**src/rtl/lm_sm_sequencer_if.sv**
```systemverilog
// Decode/memory/register-bank bus of the LM/SM sequencer.
// The sequencer uses the slave modport; the environment uses master.
interface lm_sm_sequencer_if;
  logic         start;
  logic         isStore;
  logic [7:0]   mask;
  logic [15:0]  baseAddr;
  logic [127:0] regData_R7_to_R0;
  logic [15:0]  memReadData;
  logic         busy;
  logic         memValid;
  logic         memWrite;
  logic [15:0]  memAddr;
  logic [15:0]  memWriteData;
  logic         regWriteEnable;
  logic [2:0]   regWriteAddress;
  logic [15:0]  regWriteData;
  logic         pcWriteEnable;
  logic         done;

  modport slave (
    input  start, isStore, mask, baseAddr, regData_R7_to_R0, memReadData,
    output busy, memValid, memWrite, memAddr, memWriteData,
           regWriteEnable, regWriteAddress, regWriteData, pcWriteEnable, done
  );

  modport master (
    output start, isStore, mask, baseAddr, regData_R7_to_R0, memReadData,
    input  busy, memValid, memWrite, memAddr, memWriteData,
           regWriteEnable, regWriteAddress, regWriteData, pcWriteEnable, done
  );
endinterface

```
**src/rtl/lm_sm_sequencer.sv**
```systemverilog
// Load-multiple / store-multiple sequencer: one register transfer per cycle, lowest mask bit first.
// Optional macro LMSM_R7_EN enables R7 (PC) transfers; without it mask bit 7 is dropped at latch.
module lm_sm_sequencer #(
  parameter int WORD_STEP = 1
) (
  input logic              clk,
  input logic              reset,
  lm_sm_sequencer_if.slave bus
);
  typedef enum logic [1:0] {S_IDLE, S_XFER, S_DONE} state_t;

  state_t        r_state, w_state_nxt;
  logic [7:0]    r_mask;
  logic [15:0]   r_base;
  logic          r_store;
  logic [127:0]  r_snap;
  logic [3:0]    r_cnt;

  logic [7:0]    w_lat_mask;
  logic [2:0]    w_idx;
  logic [7:0]    w_rem;
  logic [15:0]   w_addr;

`ifdef LMSM_R7_EN
  assign w_lat_mask = bus.mask;
`else
  assign w_lat_mask = {1'b0, bus.mask[6:0]};
`endif

  // Priority pick of the lowest remaining bit; scanning high-to-low lets the last hit win.
  always_comb begin
    w_idx = '0;
    for (int i = 7; i >= 0; i--)
      if (r_mask[i]) w_idx = 3'(i);
    w_rem = r_mask & ~(8'b1 << w_idx);
  end

  assign w_addr = r_base + 16'(WORD_STEP * int'(r_cnt));

  always_ff @(posedge clk) begin
    if (reset) begin
      r_state <= S_IDLE;
      r_mask  <= '0;
      r_base  <= '0;
      r_store <= 1'b0;
      r_snap  <= '0;
      r_cnt   <= '0;
    end else begin
      r_state <= w_state_nxt;
      case (r_state)
        S_IDLE: if (bus.start) begin
          r_mask  <= w_lat_mask;
          r_base  <= bus.baseAddr;
          r_store <= bus.isStore;
          r_snap  <= bus.regData_R7_to_R0;
          r_cnt   <= '0;
        end
        S_XFER: begin
          r_mask <= w_rem;
          r_cnt  <= r_cnt + 4'd1;
        end
        default: ;
      endcase
    end
  end

  always_comb begin
    w_state_nxt         = r_state;
    bus.busy            = (r_state != S_IDLE);
    bus.memValid        = 1'b0;
    bus.memWrite        = 1'b0;
    bus.memAddr         = '0;
    bus.memWriteData    = '0;
    bus.regWriteEnable  = 1'b0;
    bus.regWriteAddress = '0;
    bus.regWriteData    = '0;
    bus.pcWriteEnable   = 1'b0;
    bus.done            = 1'b0;
    case (r_state)
      S_IDLE: if (bus.start) w_state_nxt = (w_lat_mask != 8'd0) ? S_XFER : S_DONE;
      S_XFER: begin
        bus.memValid = 1'b1;
        bus.memAddr  = w_addr;
        if (r_store) begin
          bus.memWrite     = 1'b1;
          bus.memWriteData = r_snap[16*w_idx +: 16];
        end else begin
          bus.regWriteData = bus.memReadData;
`ifdef LMSM_R7_EN
          if (w_idx == 3'd7) bus.pcWriteEnable = 1'b1;
          else begin
            bus.regWriteEnable  = 1'b1;
            bus.regWriteAddress = w_idx;
          end
`else
          bus.regWriteEnable  = 1'b1;
          bus.regWriteAddress = w_idx;
`endif
        end
        if (w_rem == 8'd0) w_state_nxt = S_DONE;
      end
      S_DONE: begin
        bus.done    = 1'b1;
        w_state_nxt = S_IDLE;
      end
      default: w_state_nxt = S_IDLE;
    endcase
  end
endmodule

```
**src/flat_wrapper.sv**
```systemverilog
// flat-port wrapper written by rule: the top's interface ports become plain ports
module lm_sm_sequencer_flat 
#(
  parameter int WORD_STEP = 1
)
  (clk, reset, bus_start, bus_isStore, bus_mask, bus_baseAddr, bus_regData_R7_to_R0, bus_memReadData, bus_busy, bus_memValid, bus_memWrite, bus_memAddr, bus_memWriteData, bus_regWriteEnable, bus_regWriteAddress, bus_regWriteData, bus_pcWriteEnable, bus_done);
  lm_sm_sequencer_if bus_i ();
  input logic clk;
  input logic reset;
  input wire logic [$bits(bus_i.start)-1:0] bus_start;
  input wire logic [$bits(bus_i.isStore)-1:0] bus_isStore;
  input wire logic [$bits(bus_i.mask)-1:0] bus_mask;
  input wire logic [$bits(bus_i.baseAddr)-1:0] bus_baseAddr;
  input wire logic [$bits(bus_i.regData_R7_to_R0)-1:0] bus_regData_R7_to_R0;
  input wire logic [$bits(bus_i.memReadData)-1:0] bus_memReadData;
  output wire logic [$bits(bus_i.busy)-1:0] bus_busy;
  output wire logic [$bits(bus_i.memValid)-1:0] bus_memValid;
  output wire logic [$bits(bus_i.memWrite)-1:0] bus_memWrite;
  output wire logic [$bits(bus_i.memAddr)-1:0] bus_memAddr;
  output wire logic [$bits(bus_i.memWriteData)-1:0] bus_memWriteData;
  output wire logic [$bits(bus_i.regWriteEnable)-1:0] bus_regWriteEnable;
  output wire logic [$bits(bus_i.regWriteAddress)-1:0] bus_regWriteAddress;
  output wire logic [$bits(bus_i.regWriteData)-1:0] bus_regWriteData;
  output wire logic [$bits(bus_i.pcWriteEnable)-1:0] bus_pcWriteEnable;
  output wire logic [$bits(bus_i.done)-1:0] bus_done;
  assign bus_i.start = bus_start;
  assign bus_i.isStore = bus_isStore;
  assign bus_i.mask = bus_mask;
  assign bus_i.baseAddr = bus_baseAddr;
  assign bus_i.regData_R7_to_R0 = bus_regData_R7_to_R0;
  assign bus_i.memReadData = bus_memReadData;
  assign bus_busy = bus_i.busy;
  assign bus_memValid = bus_i.memValid;
  assign bus_memWrite = bus_i.memWrite;
  assign bus_memAddr = bus_i.memAddr;
  assign bus_memWriteData = bus_i.memWriteData;
  assign bus_regWriteEnable = bus_i.regWriteEnable;
  assign bus_regWriteAddress = bus_i.regWriteAddress;
  assign bus_regWriteData = bus_i.regWriteData;
  assign bus_pcWriteEnable = bus_i.pcWriteEnable;
  assign bus_done = bus_i.done;
  lm_sm_sequencer #(.WORD_STEP(WORD_STEP)) u_core (.clk(clk), .reset(reset), .bus(bus_i));
endmodule
```
**config.mk**
```make
export PLATFORM = sky130hd
export DESIGN_NAME = lm_sm_sequencer_flat
export DESIGN_NICKNAME = d
export VERILOG_FILES = /design/src/rtl/lm_sm_sequencer_if.sv /design/src/rtl/lm_sm_sequencer.sv /design/src/flat_wrapper.sv
export SDC_FILE = /design/constraint.sdc
export NUM_CORES = 1
export LEC_CHECK = 0
export ABC_AREA = 1
export CAP_MARGIN = 20
export CORE_UTILIZATION = 26
export DETAILED_ROUTE_END_ITERATION = 7
export GPL_ROUTABILITY_DRIVEN = 0
export SLEW_MARGIN = 15
export SYNTH_ARGS = -nofsm -noshare
export SYNTH_HDL_FRONTEND = slang
export SYNTH_SLANG_ARGS = --single-unit
```
**constraint.sdc**
```tcl
create_clock -name clk -period 2.1 [get_ports clk]
set_clock_uncertainty 0.2 [all_clocks]
set_input_delay 0.42 -clock clk [delete_from_list [all_inputs] [get_ports clk]]
set_output_delay 0.42 -clock clk [all_outputs]
set_load 0.03 [all_outputs]
```
==> results of run 1 <==
-- per-stage QoR --
stage	power (mW)	std cells	area, um2	util (%)
after global routing	10.6	1755	12700	46.5
after global placement	6.39	1689	11000	40.2
after floorplan	5.14	1071	7680	-
final	10.1	1755	12700	46.5
after detailed placement	6.41	1689	11000	40.2
after CTS	10.0	1750	12400	45.6
-- flip-flops by register name, summed over array words and instances (netlist names) --
register and count:
u_core.r_snap 128, u_core.r_base 16, u_core.r_mask 8, u_core.r_cnt 4
u_core.r_state 2, u_core.r_store 1
-- worst reg2reg max path, cell delays in order, from the launching register on --
cell	delay, ns
dfxtp_2	0.34
inv_2	0.04
nand2_2	0.08
nand2_2	0.09
a21oi_4	0.24
buf_6	0.18
buf_6	0.12
nand3_4	0.08
buf_4	0.14
nand2_1	0.05
nand3_1	0.07
nor2_1	0.11
nand2_1	0.10
nand2_1	0.07
a21oi_1	0.05
-- logic make-up after synthesis --
group                      count (synthesis)  share of synthesized area (%)
other                                      1                         0.0513
DFF                                      159                           43.6
and+or+nand+nor                          461                           24.8
buffers and inverters                    140                           7.76
xor gates and xnor gates                   2                          0.240
adders and majority gates                  6                           1.13
AOI/OAI and AO/OA                        302                           22.5
-- power groups by stage --
stage,Combinational [mW],Sequential (mW),Clock (mW)
floorplan,1.60,3.53,0
global placement,2.81,3.59,0
detailed placement,2.83,3.59,0
CTS,3.31,3.53,3.17
global route,3.72,3.58,3.29
finish,3.45,3.55,3.12
-- layout make-up --
| class | count | area, um2 | share of cell area [%] |
|---|---|---|---|
| multi-input cells | 773 | 4380 | 34.5 |
| repair buffers | 350 | 3770 | 29.8 |
| flip-flops and latches | 159 | 3200 | 25.3 |
| diodes | 1 | 2.50 | 0.0197 |
| clock inverters | 14 | 149 | 1.17 |
| inverters | 68 | 267 | 2.10 |
| well taps | 372 | 465 | 3.67 |
| clock buffers | 18 | 439 | 3.46 |
-- routing by layer --
layer	up-vias	track usage (%)
met5	-	0
met4	0	5.25
met3	21	3.47
met2	217	33.0
met1	3826	27.9
li1	4115	-
-- worst max-delay path by stage --
stage,from,end,cells after the start
6_report,u_core.r_cnt[0],bus_memAddr[10],11
5_1_grt,u_core.r_base[0],bus_memAddr[14],11
4_1_cts,u_core.r_cnt[0],bus_memAddr[10],12
3_5_place_dp,u_core.r_mask[7],bus_memWriteData[13],13
3_3_place_gp,u_core.r_mask[7],bus_memWriteData[10],13
2_1_floorplan,u_core.r_cnt[0],bus_memAddr[12],10
-- synth_stat cells (all sizes together), types with 2 or more instances --
master | n | share of area (%)
nand4 | 2 | 0.26
nor2 | 336 | 18
o21ai | 186 | 13
a31oi | 6 | 0.51
a21boi | 2 | 0.26
inv | 67 | 3.4
clkbuf | 49 | 2.5
dfxtp | 159 | 44
ha | 5 | 0.86
xor2 | 2 | 0.24
nand2 | 99 | 5.2
o211ai | 31 | 3.2
a21oi | 71 | 5.1
nand3 | 13 | 0.89
buf | 23 | 1.7
nor3 | 8 | 0.55
nor4 | 3 | 0.26
-- repair_timing --
| action | 4_1_cts | 5_1_grt |
|---|---|---|
| setup endpoints to repair | 54 | 57 |
| resized for setup | 157 | 79 |
| buffers inserted | 26 | 11 |
| pin swaps | 41 | 53 |
| gates cloned | 6 | 1 |
-- cells in the final DEF (no fill, tap or decap), types with 31 or more instances in the layout --
cell type,instances
clkdlybuf4s50_1,170
a21oi_1,45
buf_6,51
buf_12,34
buf_4,88
o21ai_0,147
nor2_4,36
dfxtp_1,148
inv_1,54
o211ai_1,31
nand2_1,78
nor2_1,277
==> out/qor.txt, run 1 <==
R2R cell count - 14
Die Span Y - 170 um
type of the worst setup path - register to primary output
worst min-delay path category - register to register
met3 routed wirelength - 1.39 mm
maximum fanout count along the critical path - 3
most frequent cell on the critical path - nand3_2
Root Buffer Master - clkbuf_16
Avg Cell Area, Syn - 6.82 um2
Final Hold Vio Count - 0
slowest cell delay on critical path - 0.37 ns
count of final setup violators - 51
instance count of the mapped netlist - 1,071
EDFF count, synth - 0
RSZ-0062 raised after global routing - yes
internal reg-to-reg setup slack - 0.02 ns
Remaining Overflow, GRT - 0
library cell contributing the largest single delay on the critical path - fa_2
PD cells - 798 nW/um2
Sw Share - 34.7%
Die Span X - 170 um
sequential power share - 35.1%
Lkg Pwr - 5.12 nW
Final nets - 1,547
count of buffer and inverter cells on the critical path - 2
fin. max-slew vios - 0
result of the run - finished with violations
Max Cap Violations - 0
detailed placement HPWL - 20.9 mm
Clock Sinks - 159
crit path capture type - primary output
initial antenna violation count - 1
yosys warns - 0
clock insertion delay at the later pin of the skew report - 0.43 ns
number of standard-cell rows in the floorplan - 60
combinational group share of total power - 34.1%
number of detailed-route iterations in the first pass - 4
Final TNS setup - -22.98 ns
Synth async-reset ratio - 0%
area of the mapped netlist - 7300 um2
minimum setup slack after placement - -0.610 ns
buffers added on ports - 226
endpoint of the worst register-to-register path - u_core.r_state[0]
hold-critical path depth - 2
fraction of layout cells with a size suffix above 1 - 27.4%
hold buffer count at CTS - 0
clock share of power - 30.8%
Layout area overhead - 73.6%
DRT met1 WL - 13.8 mm
end of the worst hold path - u_core.r_snap[92]
violations in the final reports - setup timing
VDD IR max - 0.516 mV
CP Cell Sequence - ha_4, fa_2, nand3_2, nand3_2, nand2_4, nor3_4, nand2_2, nor2_4, buf_6, nor3_2, buf_4
area of the die - 28,800 um2
total core area - 27,300 um2
Post-Synthesis Net Count - 1,249
DR vias - 8,179
portion of the post-synthesis area used by sequential elements - 43.6%
Worst EP arrival - 2.31 ns
H-tree levels - 4
synth unique cells - 37
Worst EP required - 1.48 ns
final setup slack of the worst path - -0.828 ns
global-route wire length before repair - 44.8 mm
Int Pwr - 6.60 mW
global routing usage summed across all routing layers - 20.4%
main flop type after synthesis - dfxtp_1
startpoint of the tightest hold check path - u_core.r_snap[92]
starting density of the core - 26.8%
pin count of the biggest net entering global routing - 60
Met2 Routed Length - 14.0 mm
vias in the first global route - 8,079
Routed Antenna Nets - 0
Worst-path clk slew - 0.06 ns
CTS tree - built
Filler cells - 2,628
family of cells with the greatest summed delay on the critical path - simple AND/OR/NAND/NOR gates
total CTS buffers - 17
reported net switching power - 3.52 mW
worst reg2reg path startpoint - u_core.r_mask[6]
detailed-route DRC error count - 0
minimum clock period - 2.93 ns
Highest Signal Layer - met4
ports placed on the boundary - 229
Synth Register Bits - 159
number of DRC markers after the initial detailed-route iteration - 559
Post-Route WL - 29.6 mm
routed wire length per instance - 16.9 um
Final Hold Slack - 0.252 ns
maximum buffer depth of the clock tree - 2
period utilisation layout - 139%
peak clock frequency supported by timing - 342 MHz
via/cell ratio - 4.66
CP Launch Type - register
No activity file was read; power rests on OpenSTA's default activity.
==> run 2, diff against run 1 <==
--- a/config.mk
+++ b/config.mk
@@ -7,9 +7,10 @@
 export LEC_CHECK = 0
 export ABC_AREA = 1
 export CAP_MARGIN = 20
-export CORE_UTILIZATION = 26
+export CORE_UTILIZATION = 42
 export DETAILED_ROUTE_END_ITERATION = 7
 export GPL_ROUTABILITY_DRIVEN = 0
+export PLACE_DENSITY = 0.76
 export SLEW_MARGIN = 15
 export SYNTH_ARGS = -nofsm -noshare
 export SYNTH_HDL_FRONTEND = slang
==> run 2 against run 1 <==
Against the previous run: the run still ends with setup timing left; sequential share of layout area is 1.3 points higher; power down 3.3%; non-clock buffer count down 28; critical path depth increased by 4; clock power fell by 6.7%; combinational power down 4%; largest cell class unchanged; largest power group unchanged.
==> out/qor.txt, run 2 (synthesis gave the netlist of run 1 again) <==
result of the run - finished with violations (unchanged)
violations in the final reports - setup timing (unchanged)
biggest regs - u_core.r_snap x128, u_core.r_base x16, u_core.r_mask x8 (unchanged)
Most flops, register - u_core.r_snap (unchanged)
number of detailed-route iterations in the first pass - 5 (was 4)
slowest cell delay on critical path - 0.32 ns (was 0.37 ns)
VDD IR max - 0.709 mV (was 0.516 mV)
Final Hold Vio Count - 0 (unchanged)
crit path capture type - primary output (unchanged)
Worst EP required - 1.48 ns (about the same)
Die Span Y - 134 um (was 170 um)
type of the worst setup path - register to primary output (unchanged)
via/cell ratio - 5.35 (was 4.66)
clock insertion delay at the later pin of the skew report - 0.42 ns (was 0.43 ns)
total CTS buffers - 17 (unchanged)
CP Cell Sequence - inv_2, nand2_1, nand2_1, nand2_1, nand2_2, nand2_4, nand2_4, nand2_8, buf_12, nor2_4, buf_6, nand2_2, o211ai_1, a21oi_4, buf_6 (was ha_4, fa_2, nand3_2, nand3_2, nand2_4, nor3_4, nand2_2, nor2_4, buf_6, nor3_2, buf_4)
worst min-delay path category - register to register (unchanged)
Worst-path clk slew - 0.06 ns (about the same)
PD cells - 809 nW/um2 (was 798 nW/um2)
final total power - 9.78 mW (was 10.1 mW)
fraction of layout cells with a size suffix above 1 - 25.2% (was 27.4%)
total core area - 16,800 um2 (was 27,300 um2)
vias in the first global route - 7,959 (was 8,079)
detailed-route DRC error count - 0 (unchanged)
family of cells with the greatest summed delay on the critical path - simple AND/OR/NAND/NOR gates (unchanged)
Lkg Pwr - 4.94 nW (was 5.12 nW)
leading cell type in the layout, fill and taps excluded - nor2_1 (unchanged)
Max Cap Violations - 0 (unchanged)
Post-Route WL - 27.3 mm (was 29.6 mm)
Final Hold Slack - 0.250 ns (was 0.252 ns)
peak clock frequency supported by timing - 339 MHz (was 342 MHz)
pin count of the biggest net entering global routing - 66 (was 60)
number of DRC markers after the initial detailed-route iteration - 844 (was 559)
routed wire length per instance - 17.3 um (was 16.9 um)
fin. max-slew vios - 0 (unchanged)
Layout area overhead - 65.5% (was 73.6%)
detailed placement HPWL - 18.1 mm (was 20.9 mm)
period utilisation layout - 140% (was 139%)
CTS tree - built (unchanged)
buffers added on ports - 226 (unchanged)
H-tree levels - 4 (unchanged)
Root Buffer Master - clkbuf_16 (unchanged)
maximum fanout count along the critical path - 6 (was 3)
CP Launch Type - register (unchanged)
Worst EP arrival - 2.33 ns (was 2.31 ns)
global-route wire length before repair - 41.2 mm (was 44.8 mm)
count of buffer and inverter cells on the critical path - 4 (was 2)
ports placed on the boundary - 229 (unchanged)
RSZ-0062 raised after global routing - yes (unchanged)
flip-flop count of the largest register, all copies and words added - 128 (unchanged)
starting density of the core - 43.6% (was 26.8%)
hold buffer count at CTS - 0 (unchanged)
number of standard-cell rows in the floorplan - 47 (was 60)
Clock Sinks - 159 (unchanged)
initial antenna violation count - 3 (was 1)
count of final setup violators - 35 (was 51)
Die Span X - 134 um (was 170 um)
maximum buffer depth of the clock tree - 2 (unchanged)
DR vias - 8,438 (was 8,179)
leading cell types in the layout, fill and taps excluded - nor2_1, clkdlybuf4s50_1, o21ai_0, dfxtp_1, nand2_1 (was nor2_1, clkdlybuf4s50_1, dfxtp_1, o21ai_0, buf_4)
most frequent cell on the critical path - nand2_1 (was nand3_2)
Final nets - 1,519 (was 1,547)
library cell contributing the largest single delay on the critical path - dfxtp_2 (was fa_2)
minimum clock period - 2.95 ns (was 2.93 ns)
Routed Antenna Nets - 0 (unchanged)
global routing usage summed across all routing layers - 29.5% (was 20.4%)
Remaining Overflow, GRT - 0 (unchanged)
final setup slack of the worst path - -0.846 ns (was -0.828 ns)
area of the die - 17,900 um2 (was 28,800 um2)
run 2: cell count changes in the layout (fill, tap and decap cells not counted), sizes merged:
cell	previous run	this run
clkinv	6	3
clkbuf	20	26
clkdlybuf4s15	0	1
diode	1	3
buf	178	147
dlygate4sd2	0	1
clkinvlp	1	3
inv	74	69
run 2: path summary, 6_finish.rpt:
path	cells after the start	slack, ns	endpoint	start
max reg2reg	14	0.06	u_core.r_state[0]	u_core.r_mask[5]
max	15	-0.85	bus_memWriteData[7]	u_core.r_mask[6]
min	2	0.25	u_core.r_snap[16]	u_core.r_snap[16]
min reg2reg	2	0.25	u_core.r_snap[16]	u_core.r_snap[16]
run 2: final cells by class:
type,count,area (um2)
Multi-Input combinational cell,773,4350
Timing Repair Buffer,322,3430
Fill cell,1257,4670
Tap cell,220,275
Antenna cell,3,7.51
Clock inverter,8,81.3
Sequential cell,159,3210
Inverter,68,267
Clock buffer,23,468
run 2: power by group:
group / switching, mW / internal [mW] / leakage, nW
Sequential: 0.204 / 3.35 / 1.32
Combinational: 1.88 / 1.44 / 3.36
Clock: 1.22 / 1.69 / 0.260
run 2: stage by stage:
step	util, %	cells	worst slack [ns]	TNS, ns	area [um2]
after detailed placement	63.1	1521	-0.448	-8.99	10600
after global placement	63.1	1521	-0.373	-7.81	10600
after floorplan	-	1071	-0.392	-3.70	7680
after CTS	70.0	1566	-0.760	-20.47	11700
after global routing	72.1	1576	-0.940	-25.39	12100
final	72.1	1576	-0.846	-22.34	12100
run 2: metal layers:
| metal | global-route usage (%) | part of all wire, % | vias up |
|---|---|---|---|
| li1 | - | - | 4035 |
| met1 | 38.2 | 42 | 3981 |
| met2 | 47.6 | 48 | 368 |
| met3 | 5.10 | 6.9 | 54 |
| met4 | 14.2 | 3.6 | 0 |
| met5 | 0 | 0 | - |
run 2: timing repair:
action                     CTS  global route
resized for setup          136            59
buffers inserted            13            11
pin swaps                   44            46
gates cloned                 3             4
setup endpoints to repair   55            54
run 2: worst register-to-register path, stage by stage (launching register included):
cell and delay (ns):
dfxtp_4 0.35, inv_1 0.07, nand2_1 0.05, nand2_1 0.07, nand2_2 0.08, nand2_4 0.14, nand2_4 0.10, nand2_8 0.11
buf_6 0.11, buf_6 0.10, nand3_1 0.09, a21boi_0 0.18, nand2_1 0.14, nand2_1 0.09, a21oi_1 0.07
